## src/rtl/advtim_dt_brk_gen.sv

```systemverilog
`default_nettype none
// ============================================================================
// Module : advtim_dt_brk_gen
// Desc   : Complementary output pairs with dead time, polarity, idle levels,
//          plus synchronised/filtered/latched break input.
// Rev    : 1.0  initial release
// ============================================================================
module advtim_dt_brk_gen #(
    parameter int DT_W  = 8,
    parameter int BKF_W = 4
) (
    input  logic             pe_gen_clk,
    input  logic             pe_gen_rstn,
    input  logic             oc1refc,
    input  logic             oc2refc,
    input  logic             oc3refc,
    input  logic [DT_W-1:0]  r_dtg,
    input  logic             r_cc1e,
    input  logic             r_cc2e,
    input  logic             r_cc3e,
    input  logic             r_cc1ne,
    input  logic             r_cc2ne,
    input  logic             r_cc3ne,
    input  logic             r_cc1p,
    input  logic             r_cc2p,
    input  logic             r_cc3p,
    input  logic             r_cc1np,
    input  logic             r_cc2np,
    input  logic             r_cc3np,
    input  logic             r_ois1,
    input  logic             r_ois2,
    input  logic             r_ois3,
    input  logic             r_ois1n,
    input  logic             r_ois2n,
    input  logic             r_ois3n,
    input  logic             r_moe,
    input  logic             r_bke,
    input  logic             r_bkp,
    input  logic [BKF_W-1:0] r_bkf,
    input  logic             r_brk_clr,
    input  logic             brk_in,
    output logic             oc1,
    output logic             oc2,
    output logic             oc3,
    output logic             oc1n,
    output logic             oc2n,
    output logic             oc3n,
    output logic             fault_detected,
    output logic             int_status_brk
);

    typedef enum logic [1:0] {
        MAIN_ON    = 2'd0,
        COMP_ON    = 2'd1,
        DT_TO_MAIN = 2'd2,
        DT_TO_COMP = 2'd3
    } state_t;

    logic [2:0] w_ref, w_cce, w_ccne, w_ccp, w_ccnp, w_ois, w_oisn;
    logic [2:0] w_oc, w_ocn;
    logic       w_dt_zero;
    logic       w_active;

    assign w_ref  = {oc3refc, oc2refc, oc1refc};
    assign w_cce  = {r_cc3e,  r_cc2e,  r_cc1e};
    assign w_ccne = {r_cc3ne, r_cc2ne, r_cc1ne};
    assign w_ccp  = {r_cc3p,  r_cc2p,  r_cc1p};
    assign w_ccnp = {r_cc3np, r_cc2np, r_cc1np};
    assign w_ois  = {r_ois3,  r_ois2,  r_ois1};
    assign w_oisn = {r_ois3n, r_ois2n, r_ois1n};

    assign w_dt_zero = (r_dtg == '0);

    // ------------------------------------------------------------------------
    // Break path
    // ------------------------------------------------------------------------
    logic             r_brk_s1, r_brk_s2;
    logic [BKF_W-1:0] r_bkf_cnt;
    logic             r_brk_latch, r_fault;
    logic             w_brk_smp, w_brk_det;
    logic [BKF_W-1:0] w_bkf_now;

    assign w_brk_smp = r_brk_s2 ^ ~r_bkp;
    // Count including the current sample, saturating at all-ones.
    assign w_bkf_now = (&r_bkf_cnt) ? r_bkf_cnt
                                    : r_bkf_cnt + {{(BKF_W-1){1'b0}}, 1'b1};
    assign w_brk_det = w_brk_smp & (w_bkf_now >= r_bkf);

    always_ff @(posedge pe_gen_clk or negedge pe_gen_rstn) begin
        if (!pe_gen_rstn) begin
            r_brk_s1    <= 1'b0;
            r_brk_s2    <= 1'b0;
            r_bkf_cnt   <= '0;
            r_brk_latch <= 1'b0;
            r_fault     <= 1'b0;
        end else begin
            r_brk_s1  <= brk_in;
            r_brk_s2  <= r_brk_s1;
            r_bkf_cnt <= w_brk_smp ? w_bkf_now : '0;
            r_fault   <= w_brk_det & r_bke & ~r_brk_latch;
            if (w_brk_det && r_bke) begin
                r_brk_latch <= 1'b1;
            end else if (r_brk_clr && !w_brk_det) begin
                r_brk_latch <= 1'b0;
            end
        end
    end

    assign w_active = r_moe & ~r_brk_latch;

    // ------------------------------------------------------------------------
    // Per-channel dead-time FSM and registered output mux
    // ------------------------------------------------------------------------
    for (genvar gi = 0; gi < 3; gi++) begin : g_ch
        state_t          r_state, w_nstate;
        logic [DT_W-1:0] r_cnt, w_ncnt;
        logic [DT_W-1:0] r_dtg_l, w_ndtg_l;
        logic [DT_W:0]   w_cnt_inc;
        logic            r_ref_q;
        logic            r_oc_b, r_ocn_b;
        logic            w_m, w_c;

        always_ff @(posedge pe_gen_clk or negedge pe_gen_rstn) begin
            if (!pe_gen_rstn) begin
                r_ref_q <= 1'b0;
                r_state <= DT_TO_COMP;
                r_cnt   <= '0;
                r_dtg_l <= '0;
            end else begin
                r_ref_q <= w_ref[gi];
                r_state <= w_nstate;
                r_cnt   <= w_ncnt;
                r_dtg_l <= w_ndtg_l;
            end
        end

        always_comb begin
            w_nstate  = r_state;
            w_ncnt    = r_cnt;
            w_ndtg_l  = r_dtg_l;
            w_cnt_inc = {1'b0, r_cnt} + {{DT_W{1'b0}}, 1'b1};
            case (r_state)
                MAIN_ON: begin
                    if (!r_ref_q) begin
                        w_ncnt   = '0;
                        w_ndtg_l = r_dtg;
                        w_nstate = w_dt_zero ? COMP_ON : DT_TO_COMP;
                    end
                end
                COMP_ON: begin
                    if (r_ref_q) begin
                        w_ncnt   = '0;
                        w_ndtg_l = r_dtg;
                        w_nstate = w_dt_zero ? MAIN_ON : DT_TO_MAIN;
                    end
                end
                DT_TO_MAIN: begin
                    if (!r_ref_q) begin
                        w_ncnt   = '0;
                        w_ndtg_l = r_dtg;
                        w_nstate = w_dt_zero ? COMP_ON : DT_TO_COMP;
                    end else if (w_cnt_inc >= {1'b0, r_dtg_l}) begin
                        w_ncnt   = '0;
                        w_nstate = MAIN_ON;
                    end else begin
                        w_ncnt = w_cnt_inc[DT_W-1:0];
                    end
                end
                DT_TO_COMP: begin
                    if (r_ref_q) begin
                        w_ncnt   = '0;
                        w_ndtg_l = r_dtg;
                        w_nstate = w_dt_zero ? MAIN_ON : DT_TO_MAIN;
                    end else if (w_cnt_inc >= {1'b0, r_dtg_l}) begin
                        w_ncnt   = '0;
                        w_nstate = COMP_ON;
                    end else begin
                        w_ncnt = w_cnt_inc[DT_W-1:0];
                    end
                end
                default: begin
                    w_ncnt   = '0;
                    w_nstate = DT_TO_COMP;
                end
            endcase
        end

        // Outputs are taken from the next state so the pair lands two clocks after ref.
        assign w_m = (w_nstate == MAIN_ON);
        assign w_c = (w_nstate == COMP_ON);

        always_ff @(posedge pe_gen_clk or negedge pe_gen_rstn) begin
            if (!pe_gen_rstn) begin
                r_oc_b  <= 1'b0;
                r_ocn_b <= 1'b0;
            end else if (w_active) begin
                r_oc_b  <= w_cce[gi]  ? (w_m ^ w_ccp[gi])  : w_ccp[gi];
                r_ocn_b <= w_ccne[gi] ? (w_c ^ w_ccnp[gi]) : w_ccnp[gi];
            end else begin
                r_oc_b  <= w_ois[gi];
                r_ocn_b <= w_oisn[gi];
            end
        end

        assign w_oc[gi]  = r_oc_b;
        assign w_ocn[gi] = r_ocn_b;
    end

    assign oc1            = w_oc[0];
    assign oc2            = w_oc[1];
    assign oc3            = w_oc[2];
    assign oc1n           = w_ocn[0];
    assign oc2n           = w_ocn[1];
    assign oc3n           = w_ocn[2];
    assign fault_detected = r_fault;
    assign int_status_brk = r_brk_latch;

endmodule
`default_nettype wire

```

## config.mk

```make
export PLATFORM = sky130hd
export DESIGN_NAME = advtim_dt_brk_gen
export DESIGN_NICKNAME = d
export VERILOG_FILES = /design/src/rtl/advtim_dt_brk_gen.sv
export SDC_FILE = /design/constraint.sdc
export NUM_CORES = 1
export LEC_CHECK = 0
export ABC_AREA = 1
export CELL_PAD_IN_SITES_DETAIL_PLACEMENT = 0
export CELL_PAD_IN_SITES_GLOBAL_PLACEMENT = 1
export CORE_ASPECT_RATIO = 1.4
export CORE_MARGIN = 3
export CORE_UTILIZATION = 39
export CTS_BUF_LIST = sky130_fd_sc_hd__clkbuf_4 sky130_fd_sc_hd__clkbuf_8
export DETAILED_ROUTE_END_ITERATION = 8
export HOLD_SLACK_MARGIN = 0.12
export PLACE_DENSITY_LB_ADDON = 0.25
export SLEW_MARGIN = 20
export SYNTH_ARGS = -nofsm -noshare
export SYNTH_HDL_FRONTEND = slang
export SYNTH_SLANG_ARGS = --single-unit
```

## constraint.sdc

```tcl
create_clock -name pe_gen_clk -period 2.31 [get_ports pe_gen_clk]
set_input_delay 0.231 -clock pe_gen_clk [delete_from_list [all_inputs] [get_ports pe_gen_clk]]
set_output_delay 0.231 -clock pe_gen_clk [all_outputs]
set_load 0.005 [all_outputs]
```

==> results of run 1 <==
worst max-delay path by stage:
stage,startpoint,to,slack [ps]
final,g_ch[0].r_cnt[0],oc1n,-90
after detailed placement,g_ch[0].r_cnt[0],oc1,-150
after CTS,g_ch[0].r_cnt[1],oc1,-50
after floorplan,g_ch[2].r_cnt[0],oc3n,150
after global routing,g_ch[2].r_cnt[0],oc3n,-310
after global placement,g_ch[0].r_cnt[0],oc1n,-120
timing repair:
| item | 4_1_cts | 5_1_grt |
|---|---|---|
| endpoints found under the hold margin | 17 | 0 |
| pin swaps | 19 | 51 |
| setup endpoints to repair | 16 | 34 |
| resized for setup | 23 | 117 |
| setup buffers | 17 | 15 |
| hold buffers | 1 | 0 |
per-stage QoR:
step	power (mW)	cells	setup WS [ps]	hold slack (ps)
after CTS	3.58	758	-47.0	298
after detailed placement	2.36	724	-148	220
after global placement	2.33	724	-124	226
final	3.76	771	-90.8	313
after floorplan	1.98	515	145	-64.6
after global routing	4.00	771	-315	294
routing by layer:
metal  vias up  GRT usage [%]  part of all wire [%]
met5         -              0                     0
met1      1822           20.4                    40
met2        46           33.8                    56
met3        16           3.35                   2.6
li1       1864              -                     -
met4         0           5.95                   1.7
report_power, final:
group	switching, mW	total, mW	internal, mW
clock	0.469	1.16	0.690
combinational	0.619	1.14	0.522
sequential	0.0783	1.46	1.38
cell usage after synthesis (2+ instances only):
cell and n:
nand2_1 131, inv_1 90, dfrtp_1 65, ha_1 32
nand3_1 30, nor2_1 24, o21ai_0 24, xor2_1 18
o21ai_1 16, a21oi_1 14, inv_2 12, nand4_1 11
o22ai_1 7, dfstp_2 6, nand2_2 4, nor3_2 4
clkbuf_1 3, a211oi_2 2, a31oi_1 2, nor2_2 2
nor3_1 2
area by class of cell:
type	instances	area, um2
fillers	945	4110
multi-input cells	338	2470
flip-flops and latches	71	1790
repair buffers	109	972
inverters	102	383
well taps	135	169
clock buffers	13	166
clock inverters	3	65.1
sequential cells by signal, indices dropped and copies added, names as in the netlist:
register        flops
oc1n                1
oc2n                1
oc3n                1
g_ch.r_dtg_l       24
g_ch.r_ref_q        3
g_ch.r_cnt         24
fault_detected      1
oc3                 1
g_ch.r_state        6
r_brk_s2            1
oc2                 1
oc1                 1
r_brk_s1            1
int_status_brk      1
r_bkf_cnt           4
cell usage in the layout, fill, tap and decap left out, types with 14 or more instances in the layout:
cell type | netlist | final
o21ai_1 | 16 | 20
nand2_2 | 4 | 24
ha_1 | 32 | 24
clkdlybuf4s50_1 | 0 | 46
nand2_1 | 131 | 103
inv_1 | 90 | 83
buf_4 | 0 | 53
nor2_1 | 24 | 18
inv_2 | 12 | 19
nand3_1 | 30 | 14
dfrtp_1 | 65 | 64
critical path, delay by kind of cell (launching register included):
kind / cells / cell delay [ps]
AND/OR/NAND/NOR: 13 / 1140
XOR/XNOR: 1 / 160
flip-flops: 1 / 390
adder cells (fa/ha/maj): 1 / 280
AO/OA/AOI/OAI: 1 / 170
buffers and inverters: 2 / 180
logic make-up (layout without fill, tap and decap cells):
kind of cell,Yosys count,in the layout,synth area share (%)
AO/OA/AOI/OAI,72,72,10.2
XOR/XNOR,20,20,4.42
adder cells (fa/ha/maj),32,32,9.69
buffers and inverters,106,227,9.66
flip-flops,71,71,43.2
multiplexers,1,1,0.273
AND/OR/NAND/NOR,213,213,22.6
==> reports/summary.txt, run 1 <==
EDFF count, synth - 0
power density cells - 626 nW/um2
Cells after Synth - 515
Async SR Flop Fraction - 100%
Max IR drop VDD - 0.356 mV
CP Launch Type - flip-flop
post-synthesis sequential area ratio - 43.2%
post-DP HPWL - 7370 um
Routed WL - 10700 um
Crit Reg-Reg Endpoint - oc1n
Max Freq - 0.417 GHz
WL per Instance - 13.9 um
worst reg2reg path depth - 18
crit-path cells - inv_2 > nor3_4 > xor2_1 > inv_1 > ha_4 > and3_1 > nand2_1 > nand2_2 > nand2_2 > nand2_2 > nand2_2 > nand2_4 > nand2_4 > a21boi_4 > nand3_2 > nand2_1 > nand3_1 > nand2_1
Setup Skew - 7.27 ps
Area after DPL - 4990 um2
CP arrival - 2690 ps
Mean Syn Cell Area - 8.02 um2
Design Area, Final - 6010 um2
Starting Density - 40.8%
status - finished, violations left
FP Rows - 43
CP Class - reg2reg
Synth area leaders - dfrtp_1 39%, nand2_1 12%, ha_1 9.7%
area of the die - 11900 um2
Final WS setup - -90.8 ps
clock root cell - clkbuf_8
Port Buffers - 47
Crit. End Element - flip-flop
DRT iter0 DRCs - 159
Sink Count - 71
Chip Height - 128 um
Min-Delay Endpoint - g_ch[1].r_ref_q
period utilization - 104%
io pins - 48
Final GP Congestion - 0.797
GRT Util Overall - 18.1%
synth-to-layout area growth - 45.5%
Core ar. - 10100 um2
Required @ worst endpoint - 2600 ps
Hold Crit Start - oc2refc
Most used DFF post-synth - dfrtp_1
synthesized area - 4130 um2
clk_lat worst skew - 350 ps
initial antenna violation count - 0
Final Hold Vio Count - 0
Top cell by count, worst path - nand2_2
drt first pass iters - 4
Hold/Removal Path Class - in2reg
Ys Warns - 0
failing checks - negative setup slack
CTS tree - built
Hold Path Depth - 1
clk buf depth - 2
GRT Residual Overflow - 0
CP max FO - 4
Slew HR - 63.3%
Yosys top cell by area - dfrtp_1
number of global-route vias before repair - 3758
Least-Margin Pin Slew - 549 ps
n_diodes - 0
TritonCTS buffer count - 9
Residual DRC - 0
syn_nets - 587
CP max stage cell - dfrtp_1
Util after Layout - 59.4%
vias per std cell - 4.86
post-route minimum period - 2400 ps
reg2reg setup slack - -90 ps
r2r startpoint - g_ch[0].r_cnt[0]
Antenna Nets Post-Route - 0
post-synth top area share - 39.4%
register bit total from synthesis - 71
crit-path max cell delay - 390 ps
final setup TNS - -590 ps
max-cap violations - 0
share of post-route cells with drive strength above 1 - 33.3%
die width - 93.0 um
Clock transition at path regs - 70 ps
unrepaired setup endpoints after global routing - true
Layout Nets - 703
Final Max Tran Viols - 0
Unique masters post-synth - 37
# H-tree levels - 3
global-route wire length before repair - 17000 um
count of final setup violators - 11
largest net degree at the start of global routing - 33
leakage dissipation - 3.03 nW
via count - 3748
Note: power is estimated with default switching activity, not from simulation.
==> inputs of run 2 (changes only) <==
Settings changed: CORE_ASPECT_RATIO 1.4 to 0.9, GPL_ROUTABILITY_DRIVEN set to 0.
==> run 2 against run 1 <==
The flow still finishes with violations (negative setup slack). Critical path depth fell by 2. Via count fell by 3.6%. Flip-flop and latch count did not move. Die area fell by 0.13%. Clock skew fell by 0.75 ps. Non-clock buffer count fell by 6. Count of clock-buffer cells in the layout rose by 2. Worst setup slack improved by 31 ps. Combinational power fell by 11%. Register-to-register slack improved by 30 ps. Critical endpoint is now g_ch[0].r_cnt[3]. Highest routed layer unchanged.
==> reports/summary.txt, run 2 (same netlist as run 1, synthesis figures left out) <==
post-DP HPWL - 6770 um (-8.2%)
CTS tree - built
global-route wire length before repair - 15800 um (-7.0%)
CP Buf/Inv Count - 12 (+10)
io pins - 48 (unchanged)
largest registers - g_ch.r_cnt: 24 flops, g_ch.r_dtg_l: 24 flops, g_ch.r_state: 6 flops
Sink Count - 71 (unchanged)
Chip Height - 104 um (-19%)
# H-tree levels - 3 (unchanged)
clk buf depth - 2 (unchanged)
Sw Pwr - 1.08 mW (-7.6%)
GRT Util Overall - 16.6% (-1.4 points)
CP max FO - 2 (-2)
CP max stage cell - dfrtp_1
power density cells - 614 nW/um2 (-1.8%)
Least-Margin Pin Slew - 536 ps (-13.4 ps)
vias per std cell - 4.76 (-2.1%)
unrepaired setup endpoints after global routing - true
status - finished, violations left
Final WS setup - -59.9 ps (+30.9 ps)
Core ar. - 10300 um2 (+1.7%)
die width - 114 um (+23%)
Top cell by count, worst path - buf_4
Crit Reg-Reg Endpoint - g_ch[0].r_cnt[3]
Routed WL - 9800 um (-8.6%)
r2r startpoint - g_ch[0].r_cnt[1]
Clock transition at path regs - 70 ps (about the same)
Final Hold Vio Count - 0 (unchanged)
area of the die - 11900 um2 (-0.13%)
DRT iter0 DRCs - 130 (-18%)
count of final setup violators - 3 (-8)
Comb pwr share - 28.7% (-1.6 points)
register area - 1780 um2 (about the same)
most frequent cells in the layout - 117 x nand2_1, 83 x inv_1, 65 x dfrtp_1, 51 x buf_4, 46 x clkdlybuf4s50_1
Starting Density - 40.1% (-0.70 points)
max-cap violations - 0 (unchanged)
Min-Delay Endpoint - r_brk_s1
Seq pwr share - 41.5% (+2.7 points)
Internal - 2.44 mW (-6.0%)
largest delay contributor family on the critical path - buffers and inverters
CP Launch Type - flip-flop
post-route minimum period - 2370 ps (-30.9 ps)
Antenna Nets Post-Route - 0 (unchanged)
number of global-route vias before repair - 3466 (-7.8%)
worst reg2reg path depth - 16 (-2)
Sw Share - 30.6% (-0.37 points)
GRT Residual Overflow - 0 (unchanged)
Required @ worst endpoint - 2540 ps (-60 ps)
Clk network pwr share - 29.7% (-1.1 points)
largest net degree at the start of global routing - 72 (+120%)
FP Rows - 35 (-19%)
via count - 3614 (-3.6%)
most common cell after layout, fill and taps aside - nand2_1
failing checks - negative setup slack
reg2reg setup slack - -60 ps (+30 ps)
share of post-route cells with drive strength above 1 - 26.7% (-6.7 points)
Pwr Total - 3.52 mW (-6.5%)
clk_lat worst skew - 350 ps (about the same)
Crit. End Element - flip-flop
Non-Filler Instances - 759 (-1.6%)
n_diodes - 0 (unchanged)
Filler cells - 929 (-1.7%)
Placed Cells - 711 (-1.8%)
Setup Skew - 6.53 ps (-0.745 ps)
CP arrival - 2600 ps (-90 ps)
Max IR drop VDD - 0.347 mV (-2.5%)
WL per Instance - 12.9 um (-7.1%)
synth-to-layout area growth - 38.5%
Layout Nets - 697 (-0.85%)
Hold Path Depth - 1 (unchanged)
crit-path cells - inv_2 > nor3_4 > xor2_1 > inv_1 > buf_4 > buf_4 > buf_4 > buf_4 > buf_4 > buf_4 > buf_4 > buf_4 > buf_4 > buf_4 > nand2_1 > o21ai_0
Hold/Removal Path Class - in2reg
period utilization - 103% (-1.3 points)
Residual DRC - 0 (unchanged)
Max Freq - 0.422 GHz (+1.3%)
hold_ws - 316 ps (+3.60 ps)
pre-CTS setup slack - -150 ps (-2.12 ps)
clock root cell - clkbuf_8
leakage dissipation - 2.91 nW (-3.7%)
CP Launch Point - g_ch[0].r_cnt[1]
multi-input logic area - 2280 um2 (-7.8%)
Hold Crit Start - brk_in
Slew HR - 64.2% (+0.90 points)
Final Max Tran Viols - 0 (unchanged)
drt first pass iters - 4 (unchanged)
initial antenna violation count - 0 (unchanged)
crit-path max cell delay - 370 ps (-20 ps)
CP Class - reg2reg
Port Buffers - 47 (unchanged)
TritonCTS buffer count - 9 (unchanged)
run 2: changes by cell type in the layout (fill, tap and decap cells not counted), moves of 7 or more:
cell     previous run  this run
o21ai_2            10         1
o21ai_1            20        27
nand2_4             9         2
nand2_2            24        17
nand2_1           103       117
run 2: metal layers:
metal	vias up	wire length (um)	global-route usage (%)	part of all wire, %
met5	-	0	0	0
met4	0	114	5.09	1.2
met3	9	301	4.03	3.1
met2	50	5030	28.3	51
met1	1697	4360	20.7	44
li1	1858	-	-	-
run 2: worst max-delay path by stage:
| stage | endpoint | slack, ps | cells past startpoint |
|---|---|---|---|
| 4_1_cts | oc1n | -40 | 18 |
| 6_report | g_ch[0].r_cnt[3] | -60 | 16 |
| 3_3_place_gp | oc1n | -130 | 18 |
| 3_5_place_dp | oc1n | -150 | 18 |
| 5_1_grt | oc1n | -210 | 17 |
| 2_1_floorplan | oc3n | 150 | 17 |
run 2: area by class of cell:
cell class	count	share of cell area [%]
multi-input cells	338	39.8
flip-flops and latches	71	31.2
repair buffers	103	15.9
inverters	102	6.69
clock buffers	15	3.06
well taps	129	2.82
clock inverters	1	0.525
run 2: worst register-to-register path, stage by stage (launching register included):
cell and delay (ps):
dfrtp_1 370, inv_2 60, nor3_4 200, xor2_1 170, inv_1 100, buf_4 140
buf_4 120, buf_4 120, buf_4 110, buf_4 120, buf_4 120, buf_4 120
buf_4 120, buf_4 120, buf_4 120, nand2_1 50, o21ai_0 80
run 2: stage by stage:
step | TNS [ps] | area [um2] | util, %
after global placement | -586 | 4930 | 48.0
after global routing | -1860 | 5720 | 55.6
after CTS | -76.7 | 5420 | 52.7
after detailed placement | -1090 | 4930 | 48.0
final | -137 | 5720 | 55.6
after floorplan | 0 | 4130 | -
run 2: repair_timing:
item | in CTS | in global routing
endpoints found under the hold margin | 65 | 0
hold buffers | 1 | 0
endpoints found under the setup margin | 24 | 34
gates cloned | 0 | 0
buffers inserted | 24 | 7
pin swaps | 17 | 38
resized for setup | 22 | 64
run 2: power by group through the flow:
stage	clock network, mW	registers (mW)	logic [mW]
global route	1.14	1.47	1.15
CTS	1.09	1.45	0.917
global placement	0	1.47	0.836
floorplan	0	1.47	0.516
finish	1.04	1.46	1.01
detailed placement	0	1.48	0.858
